## src/rtl/exc_pkg.sv

```systemverilog
// Shared definitions for the exception controller: FSM states, cause codes
// and fetch PC-source encodings.
package exc_pkg;

  typedef enum logic [1:0] {
    ST_IDLE = 2'd0,
    ST_TRAP = 2'd1,
    ST_VECT = 2'd2,
    ST_RET  = 2'd3
  } exc_state_e;

  localparam int unsigned CAUSE_SYS      = 32'd8;
  localparam int unsigned CAUSE_ILL      = 32'd10;
  localparam int unsigned CAUSE_PRIV     = 32'd11;
  localparam int unsigned CAUSE_OVF      = 32'd12;
  localparam int unsigned CAUSE_IRQ_BASE = 32'd16;

  localparam logic [1:0] PC_SEL_SEQ = 2'b00;
  localparam logic [1:0] PC_SEL_VEC = 2'b01;
  localparam logic [1:0] PC_SEL_EPC = 2'b10;

endpackage

```

## src/rtl/exc_prio_enc.sv

```systemverilog
// Combinational priority encoder: picks the highest-priority pending event
// and reports its cause code plus a one-hot IRQ select.
module exc_prio_enc
  import exc_pkg::*;
#(
  parameter int NIRQ    = 4,
  parameter int CAUSE_W = 5
) (
  input  logic               ill,
  input  logic               priv_viol,
  input  logic               ovf,
  input  logic               syscall,
  input  logic [NIRQ-1:0]    irq_req,
  output logic               valid,
  output logic [CAUSE_W-1:0] cause,
  output logic [NIRQ-1:0]    irq_sel
);

  // Fixed priority: ILL > PRIV > OVF > SYS > IRQ (lowest index first).
  always_comb begin
    valid   = 1'b0;
    cause   = '0;
    irq_sel = '0;
    if (ill) begin
      valid = 1'b1;
      cause = CAUSE_W'(CAUSE_ILL);
    end else if (priv_viol) begin
      valid = 1'b1;
      cause = CAUSE_W'(CAUSE_PRIV);
    end else if (ovf) begin
      valid = 1'b1;
      cause = CAUSE_W'(CAUSE_OVF);
    end else if (syscall) begin
      valid = 1'b1;
      cause = CAUSE_W'(CAUSE_SYS);
    end else begin
      for (int i = 0; i < NIRQ; i++) begin
        if (irq_req[i] && !valid) begin
          valid      = 1'b1;
          cause      = CAUSE_W'(CAUSE_IRQ_BASE + 32'(i));
          irq_sel[i] = 1'b1;
        end else begin
          valid = valid;
        end
      end
    end
  end

endmodule

```

## src/rtl/exc_ctrl.sv

```systemverilog
// Exception/interrupt controller feeding the status register and fetch PC mux.
// Optional build macro EXC_IRQ_EDGE_EN selects edge-captured pending IRQs.
module exc_ctrl
  import exc_pkg::*;
#(
  parameter int          NIRQ     = 4,
  parameter logic [31:0] VEC_BASE = 32'h0000_0080,
  parameter int          CAUSE_W  = 5
) (
  input  logic               clk,
  input  logic               rst,
  input  logic [NIRQ-1:0]    irq_in,
  input  logic               ill_inst,
  input  logic               priv_inst,
  input  logic               ovf,
  input  logic               syscall,
  input  logic               rfe_dec,
  input  logic [31:0]        pc_in,
  input  logic               stall,
  input  logic               IE_c,
  input  logic               s_u_c,
  output logic               exception,
  output logic               rfe,
  output logic               flush,
  output logic [1:0]         pc_sel,
  output logic [31:0]        vec_addr,
  output logic [31:0]        epc,
  output logic [CAUSE_W-1:0] cause,
  output logic [NIRQ-1:0]    irq_ack,
  output logic               busy
);

  exc_state_e state_q, state_d;
  logic [31:0]        epc_q, epc_d;
  logic [CAUSE_W-1:0] cause_q, cause_d;

  logic               exception_q, exception_d;
  logic               rfe_q, rfe_d;
  logic               flush_q, flush_d;
  logic               busy_q, busy_d;
  logic [1:0]         pc_sel_q, pc_sel_d;
  logic [31:0]        vec_addr_q, vec_addr_d;
  logic [NIRQ-1:0]    irq_ack_q, irq_ack_d;

  logic [NIRQ-1:0]    irq_src_s;
  logic [NIRQ-1:0]    irq_req_s;
  logic               priv_viol_s;
  logic               evt_valid_s;
  logic [CAUSE_W-1:0] evt_cause_s;
  logic [NIRQ-1:0]    evt_irq_sel_s;

`ifdef EXC_IRQ_EDGE_EN
  logic [NIRQ-1:0] irq_prev_q;
  logic [NIRQ-1:0] irq_pend_q, irq_pend_d;

  // Latch rising edges; the acknowledge of the taken line clears its bit.
  always_comb begin
    irq_pend_d = (irq_pend_q | (irq_in & ~irq_prev_q)) & ~irq_ack_q;
    irq_src_s  = irq_pend_q;
  end

  always_ff @(posedge clk or negedge rst) begin
    if (!rst) begin
      irq_prev_q <= '0;
      irq_pend_q <= '0;
    end else begin
      irq_prev_q <= irq_in;
      irq_pend_q <= irq_pend_d;
    end
  end
`else
  assign irq_src_s = irq_in;
`endif

  always_comb begin
    if (IE_c) begin
      irq_req_s = irq_src_s;
    end else begin
      irq_req_s = '0;
    end
  end

  // An rfe issued from user mode is itself a privilege violation.
  assign priv_viol_s = (priv_inst | rfe_dec) & ~s_u_c;

  exc_prio_enc #(
    .NIRQ    (NIRQ),
    .CAUSE_W (CAUSE_W)
  ) u_prio_enc (
    .ill       (ill_inst),
    .priv_viol (priv_viol_s),
    .ovf       (ovf),
    .syscall   (syscall),
    .irq_req   (irq_req_s),
    .valid     (evt_valid_s),
    .cause     (evt_cause_s),
    .irq_sel   (evt_irq_sel_s)
  );

  always_comb begin
    state_d = state_q;
    epc_d   = epc_q;
    cause_d = cause_q;
    case (state_q)
      ST_IDLE: begin
        if (stall) begin
          state_d = ST_IDLE;
        end else if (evt_valid_s) begin
          epc_d   = pc_in;
          cause_d = evt_cause_s;
          state_d = ST_TRAP;
        end else if (rfe_dec && s_u_c) begin
          state_d = ST_RET;
        end else begin
          state_d = ST_IDLE;
        end
      end
      ST_TRAP: state_d = ST_VECT;
      ST_VECT: state_d = ST_IDLE;
      ST_RET:  state_d = ST_IDLE;
      default: state_d = ST_IDLE;
    endcase
  end

  // Outputs are decoded from the next state so they leave flops aligned with it.
  always_comb begin
    exception_d = (state_d == ST_TRAP);
    rfe_d       = (state_d == ST_RET);
    flush_d     = exception_d | rfe_d;
    busy_d      = (state_d != ST_IDLE);
    irq_ack_d   = '0;
    if (exception_d) begin
      irq_ack_d = evt_irq_sel_s;
    end else begin
      irq_ack_d = '0;
    end
    case (state_d)
      ST_VECT: pc_sel_d = PC_SEL_VEC;
      ST_RET:  pc_sel_d = PC_SEL_EPC;
      default: pc_sel_d = PC_SEL_SEQ;
    endcase
    vec_addr_d = VEC_BASE + {{(29 - CAUSE_W){1'b0}}, cause_d, 3'b000};
  end

  always_ff @(posedge clk or negedge rst) begin
    if (!rst) begin
      state_q     <= ST_IDLE;
      epc_q       <= 32'h0000_0000;
      cause_q     <= '0;
      exception_q <= 1'b0;
      rfe_q       <= 1'b0;
      flush_q     <= 1'b0;
      busy_q      <= 1'b0;
      pc_sel_q    <= PC_SEL_SEQ;
      vec_addr_q  <= VEC_BASE;
      irq_ack_q   <= '0;
    end else begin
      state_q     <= state_d;
      epc_q       <= epc_d;
      cause_q     <= cause_d;
      exception_q <= exception_d;
      rfe_q       <= rfe_d;
      flush_q     <= flush_d;
      busy_q      <= busy_d;
      pc_sel_q    <= pc_sel_d;
      vec_addr_q  <= vec_addr_d;
      irq_ack_q   <= irq_ack_d;
    end
  end

  assign exception = exception_q;
  assign rfe       = rfe_q;
  assign flush     = flush_q;
  assign busy      = busy_q;
  assign pc_sel    = pc_sel_q;
  assign vec_addr  = vec_addr_q;
  assign epc       = epc_q;
  assign cause     = cause_q;
  assign irq_ack   = irq_ack_q;

endmodule

```

## config.mk

```make
export PLATFORM = sky130hd
export DESIGN_NAME = exc_ctrl
export DESIGN_NICKNAME = d
export VERILOG_FILES = /design/src/rtl/exc_pkg.sv /design/src/rtl/exc_prio_enc.sv /design/src/rtl/exc_ctrl.sv
export SDC_FILE = /design/constraint.sdc
export NUM_CORES = 1
export LEC_CHECK = 0
export BUFFER_PORTS_ARGS = -buffer_cell sky130_fd_sc_hd__buf_2
export CORE_MARGIN = 2
export CORE_UTILIZATION = 41
export CTS_BUF_LIST = sky130_fd_sc_hd__clkbuf_2 sky130_fd_sc_hd__clkbuf_4 sky130_fd_sc_hd__clkbuf_8
export DETAILED_ROUTE_END_ITERATION = 16
export GPL_TIMING_DRIVEN = 0
export PLACE_DENSITY = 0.78
export SLEW_MARGIN = 10
export SYNTH_ARGS = -nofsm -noshare
export SYNTH_HDL_FRONTEND = slang
export SYNTH_HIERARCHICAL = 1
export SYNTH_SLANG_ARGS = --single-unit
```

## constraint.sdc

```tcl
create_clock -name clk -period 1.7 [get_ports clk]
set_input_delay 0.085 -clock clk [delete_from_list [all_inputs] [get_ports clk]]
set_output_delay 0.085 -clock clk [all_outputs]
set_load 0.01 [all_outputs]
```

# After elaboration in Yosys (flattened, before gate mapping)
# Index checks and enable logic that the tools add are counted.
# W data, S select, Z words.
[op_classes] n_addsub=1 eq_ne=6 muxes=45 n_bitwise=5 n_reduce_logical=11
[op_table] cell="$mux W5" n=11
[op_table] cell="$mux W4" n=6
[op_table] cell="$mux W1" n=23
[op_table] cell="$add A8 B8 Y9 const A" n=1
[op_table] cell="$eq A2 B2 Y1 const B" n=4
[op_table] cell="$mux W2" n=3
[op_table] cell="$pmux W2 S3" n=1
[op_table] cell="$eq A2 B1 Y1 const B" n=2
[op_table] cell="$logic_and A1 B1 Y1" n=4
[op_table] cell="$pmux W2 S2" n=1
[op_table] cell="$logic_not A1 Y1" n=3
[op_table] cell="$reduce_and A3 Y1" n=1
[op_table] cell="$logic_not A2 Y1" n=1
[op_table] cell="$not A1 Y1" n=2
[op_table] cell="$or A1 B1 Y1" n=2
[op_table] cell="$reduce_bool A2 Y1" n=1
[op_table] cell="$reduce_or A2 Y1" n=1
[op_table] cell="$and A1 B1 Y1" n=1
[word_totals] ff_bits=58 out_inout_bits=79 word_cells=78

# Logic depth before layout (Yosys ltp)
[depth] word_depth=32 ltp_mapped=7

# Hierarchy
# Netlist, hierarchy kept.
[modules_own_cells] module="exc_ctrl" instances=1 cells_per_inst=143 area_each_um2=2054.5 seq_area_each_um2=1202.4
[modules_own_cells] module="exc_prio_enc" instances=1 cells_per_inst=18 area_each_um2=125.1 seq_area_each_um2=0.0

# Least setup slack after synthesis
# Ideal clock, no wire load.
[synth_path] kind="input-to-reg" start="input rfe_dec" end="register epc_q[10], in the netlist epc[10]" setup_time_ps=125 arrival_ps=1540 required_ps=1575 setup_slack_ps=36 path_stages=7 path_cell_list="nor2_1 -> nor2_1 -> nor4_4 -> nand3_1 -> nor4b_4 -> buf_6 -> mux2_2"
[synth_between] elab_chain_len=5
[synth_lines] item="start, declared" line_no="exc_ctrl.sv:17" text="input logic rfe_dec,"
[synth_lines] item="$or A1 B1 Y1" line_no="exc_ctrl.sv:84" text="assign priv_viol_s = (priv_inst | rfe_dec) & ~s_u_c;"
[synth_lines] item="$and A1 B1 Y1" line_no="exc_ctrl.sv:84"
[synth_lines] item="via priv_viol_s" line_no="exc_ctrl.sv:47" text="logic priv_viol_s;"
[synth_lines] item="$mux W1" line_no="exc_prio_enc.sv:27" text="end else if (priv_viol) begin"
[synth_lines] item="$mux W1" line_no="exc_prio_enc.sv:24" text="if (ill) begin"
[synth_lines] item="via evt_valid_s" line_no="exc_ctrl.sv:48" text="logic evt_valid_s;"
[synth_lines] item="$reduce_and A3 Y1 (no line)"
[synth_lines] item="end signal, assigned" line_no="exc_ctrl.sv:159" text="epc_q <= epc_d;"
[synth_lines] item="end, declared" line_no="exc_ctrl.sv:34" text="logic [31:0] epc_q, epc_d;"
# The timed path passes the listed nets, and every way through them passes these cells.
# A chain may end at the register's enable or synchronous reset.

# Worst setup path in the final report
[layout_path] start="input rfe_dec" end="register epc_q[0], in the netlist epc[0]"
# The elaborated chain is that of the path after synthesis.

==> results.json <==
{
  "cts_tree": "done",
  "synth.largest_area_cell": "sky130_fd_sc_hd__dfrtp_1",
  "achievable_frequency_mhz": 635,
  "drive_gt1_share_pct": 64.3,
  "skew_ns": 0.00596,
  "seq_area_frac_synth_pct": 55.2,
  "worstMarginPinSlew_ns": 1.04,
  "ys_ff_latch": 48,
  "grt_max_degree": 49,
  "grt_first_pass_wirelength_microns": 6770,
  "floorplan.die_area_sq_um": 5920,
  "status": "finished, violations left",
  "postRouteAntennaNets": 0,
  "worstHoldPathType": "primary input to async pin",
  "antenna_diode_count": 0,
  "worst_ep_arrival_time_ns": 1.75,
  "violations": "negative hold slack",
  "power_mw": 3.36,
  "post_synth_num_cell_types": 27,
  "yosys_warnings": 6,
  "synth_area_sq_um": 2180,
  "synthTopCellsByArea": "sky130_fd_sc_hd__dfrtp_1 (54%), sky130_fd_sc_hd__mux2_2 (18%), sky130_fd_sc_hd__buf_4 (11%)",
  "ctsHtreeMaxLevel": 2,
  "n_fill_cell": 449,
  "critPathLaunchType": "primary input",
  "gp_congestion": 0.762,
  "dieWidth_microns": 76.9,
  "ioPinCount": 125,
  "firstDrtPassIters": 4,
  "wl_per_cell_microns": 11.5,
  "utilization_pct": 59.2,
  "leakage_power_nw": 1.58,
  "unrepaired_setup_endpoints_after_global_routing": "false",
  "timing.max_slew.rel_slack_pct": 30.6,
  "total_count_of_max_transition_violations_in_the_final_report": 0,
  "tritoncts.num_buffers": 5,
  "via_count": 1586,
  "antenna_violations_before_repair": 0,
  "detail_route.vias_per_cell": 4.32,
  "ctsLongestPathBuffers": 2,
  "hold_slack_ns": -0.0303,
  "dp_hpwl_microns": 3200,
  "crit_path_max_fanout": 10,
  "final.setup.tns_ns": 0,
  "initial_core_util_pct": 42.7,
  "grt_overflow": 0,
  "postSynthAreaPerCell_sq_um": 13.5,
  "placementRows": 26,
  "fin_nets": 342,
  "drt_first_iter_violations": 13,
  "finalHoldViolations": 47,
  "path_clk_slew_ns": 0.09,
  "grt.total_usage_pct": 14.4,
  "maxCapViolCount": 0,
  "count_of_non_filler_cells_in_the_finished_layout": 367,
  "critPathCaptureType": "register",
  "post-synth-top-area-fraction_pct": 54.0,
  "most_common_cell_after_layout_fill_and_taps_aside": "sky130_fd_sc_hd__buf_2",
  "data_required_time_at_the_worst_endpoint_ns": 1.88,
  "io_buffers": 98,
  "final_period_minus_worst_setup_slack_ns": 1.58,
  "finalCritPeriodShare_pct": 92.7,
  "final_routed_wirelength_microns": 4210,
  "floorplan.core_area_sq_um": 5110,
  "post_synth_inst_count": 161,
  "clock_tree.root_cell": "sky130_fd_sc_hd__clkbuf_8",
  "finalSetupViolCount": 0,
  "first_global_vias": 1476,
  "synth_to_layout_area_growth_pct": 38.7,
  "cts.sinks": 48,
  "post-place-cells": 354,
  "worst_ir_drop_vdd_v": 0.000443,
  "most-common-layout-cells": "sky130_fd_sc_hd__buf_2 (98), sky130_fd_sc_hd__dfrtp_1 (47), sky130_fd_sc_hd__mux2_2 (35), sky130_fd_sc_hd__buf_4 (35), sky130_fd_sc_hd__conb_1 (26)",
  "setup.worst_path.class": "primary input to register",
  "drc": 0,
  "clkLatencyLatePin_ns": 0.29,
  "power.density_nw_per_um2": 1110,
  "dieHeight_microns": 76.9
}
-- stage by stage --
stage	setup slack (ns)	cell area, sq um
2_1_floorplan	0.0355	2270
3_3_place_gp	-0.468	2850
3_5_place_dp	-0.492	2850
4_1_cts	0.0630	3010
5_1_grt	0.0604	3020
6_report	0.124	3020
-- cell type report --
type | count | area (sq um) | share of cell area, %
buffer | 36 | 285 | 9.44
inverter | 3 | 11.3 | 0.373
clock inverter | 2 | 38.8 | 1.28
multi-input combinational | 99 | 782 | 25.9
timing repair buffer | 103 | 533 | 17.6
sequential | 48 | 1200 | 39.8
tap | 70 | 87.6 | 2.90
clock buffer | 6 | 82.6 | 2.73
-- worst max-delay path, stage by stage --
cell                      delay, ns
sky130_fd_sc_hd__buf_2         0.12
sky130_fd_sc_hd__nor2_1        0.13
sky130_fd_sc_hd__nor2_2        0.09
sky130_fd_sc_hd__nor4_4        0.39
sky130_fd_sc_hd__nand3_2       0.17
sky130_fd_sc_hd__nor4b_4       0.17
sky130_fd_sc_hd__buf_4         0.15
sky130_fd_sc_hd__buf_6         0.14
sky130_fd_sc_hd__mux2_1        0.31
-- metal layers --
layer / vias up / GRT usage [%] / routed length (microns)
li1: 761 / - / -
met1: 739 / 18.0 / 1790
met2: 81 / 23.7 / 1980
met3: 5 / 4.24 / 380
met4: 0 / 5.45 / 59
met5: - / 0 / 0
-- report_power, final --
part,leakage (nW),switching [mW],total (mW),internal [mW]
sequential,0.577,0.123,1.52,1.40
combinational,0.946,0.454,0.994,0.540
clock,0.0614,0.362,0.842,0.481
total,1.58,0.939,3.36,2.42
-- sequential cells by signal, indices dropped and copies added (netlist names) --
signal     flops
epc           32
busy           1
irq_ack        4
cause          5
state_q        2
vec_addr       1
exception      1
pc_sel         2
-- cell families after synthesis --
logic type      after synthesis  synth area share [%]
buf+inv                      39                  13.6
compound gates                8                  2.30
simple gates                 27                  9.18
flops                        48                  55.2
mux                          38                  19.6
other cells                   1                 0.172
-- synthesized netlist by cell type (all sizes together) --
master and number:
a211oi 2, nor4 2, buf 36, and3 2, inv 3, nor3b 2, nor2b 1, nor3 3
nand3 1, and2 9, conb 1, nor2 5, dfstp 1, a21oi 4, o21ai 1, dfrtp 47
mux2 37, nand4bb 1, a211o 1, mux2i 1, nor4b 1
-- what timing repair did --
action / 4_1_cts / 5_1_grt
hold buffers: 1 / 1
resized for setup: 0 / 2
buffers inserted: 3 / 0
hold endpoints to repair: 1 / 1
endpoints found under the setup margin: 34 / 28
-- path summary, 6_finish.rpt --
kind	end	from	slack, ns	cells after the start
worst max register to register	epc[11]	state_q[1]	0.15	4
min in group clk	epc[0]	pc_in[0]	0.02	2
worst min-delay path	epc[15]	rst	-0.03	1
worst min register to register	vec_addr[7]	cause[4]	0.47	1
max in group asynchronous	epc[30]	rst	1.09	1
worst max-delay path	epc[0]	rfe_dec	0.12	9
No activity file was read; power rests on OpenSTA's default activity.
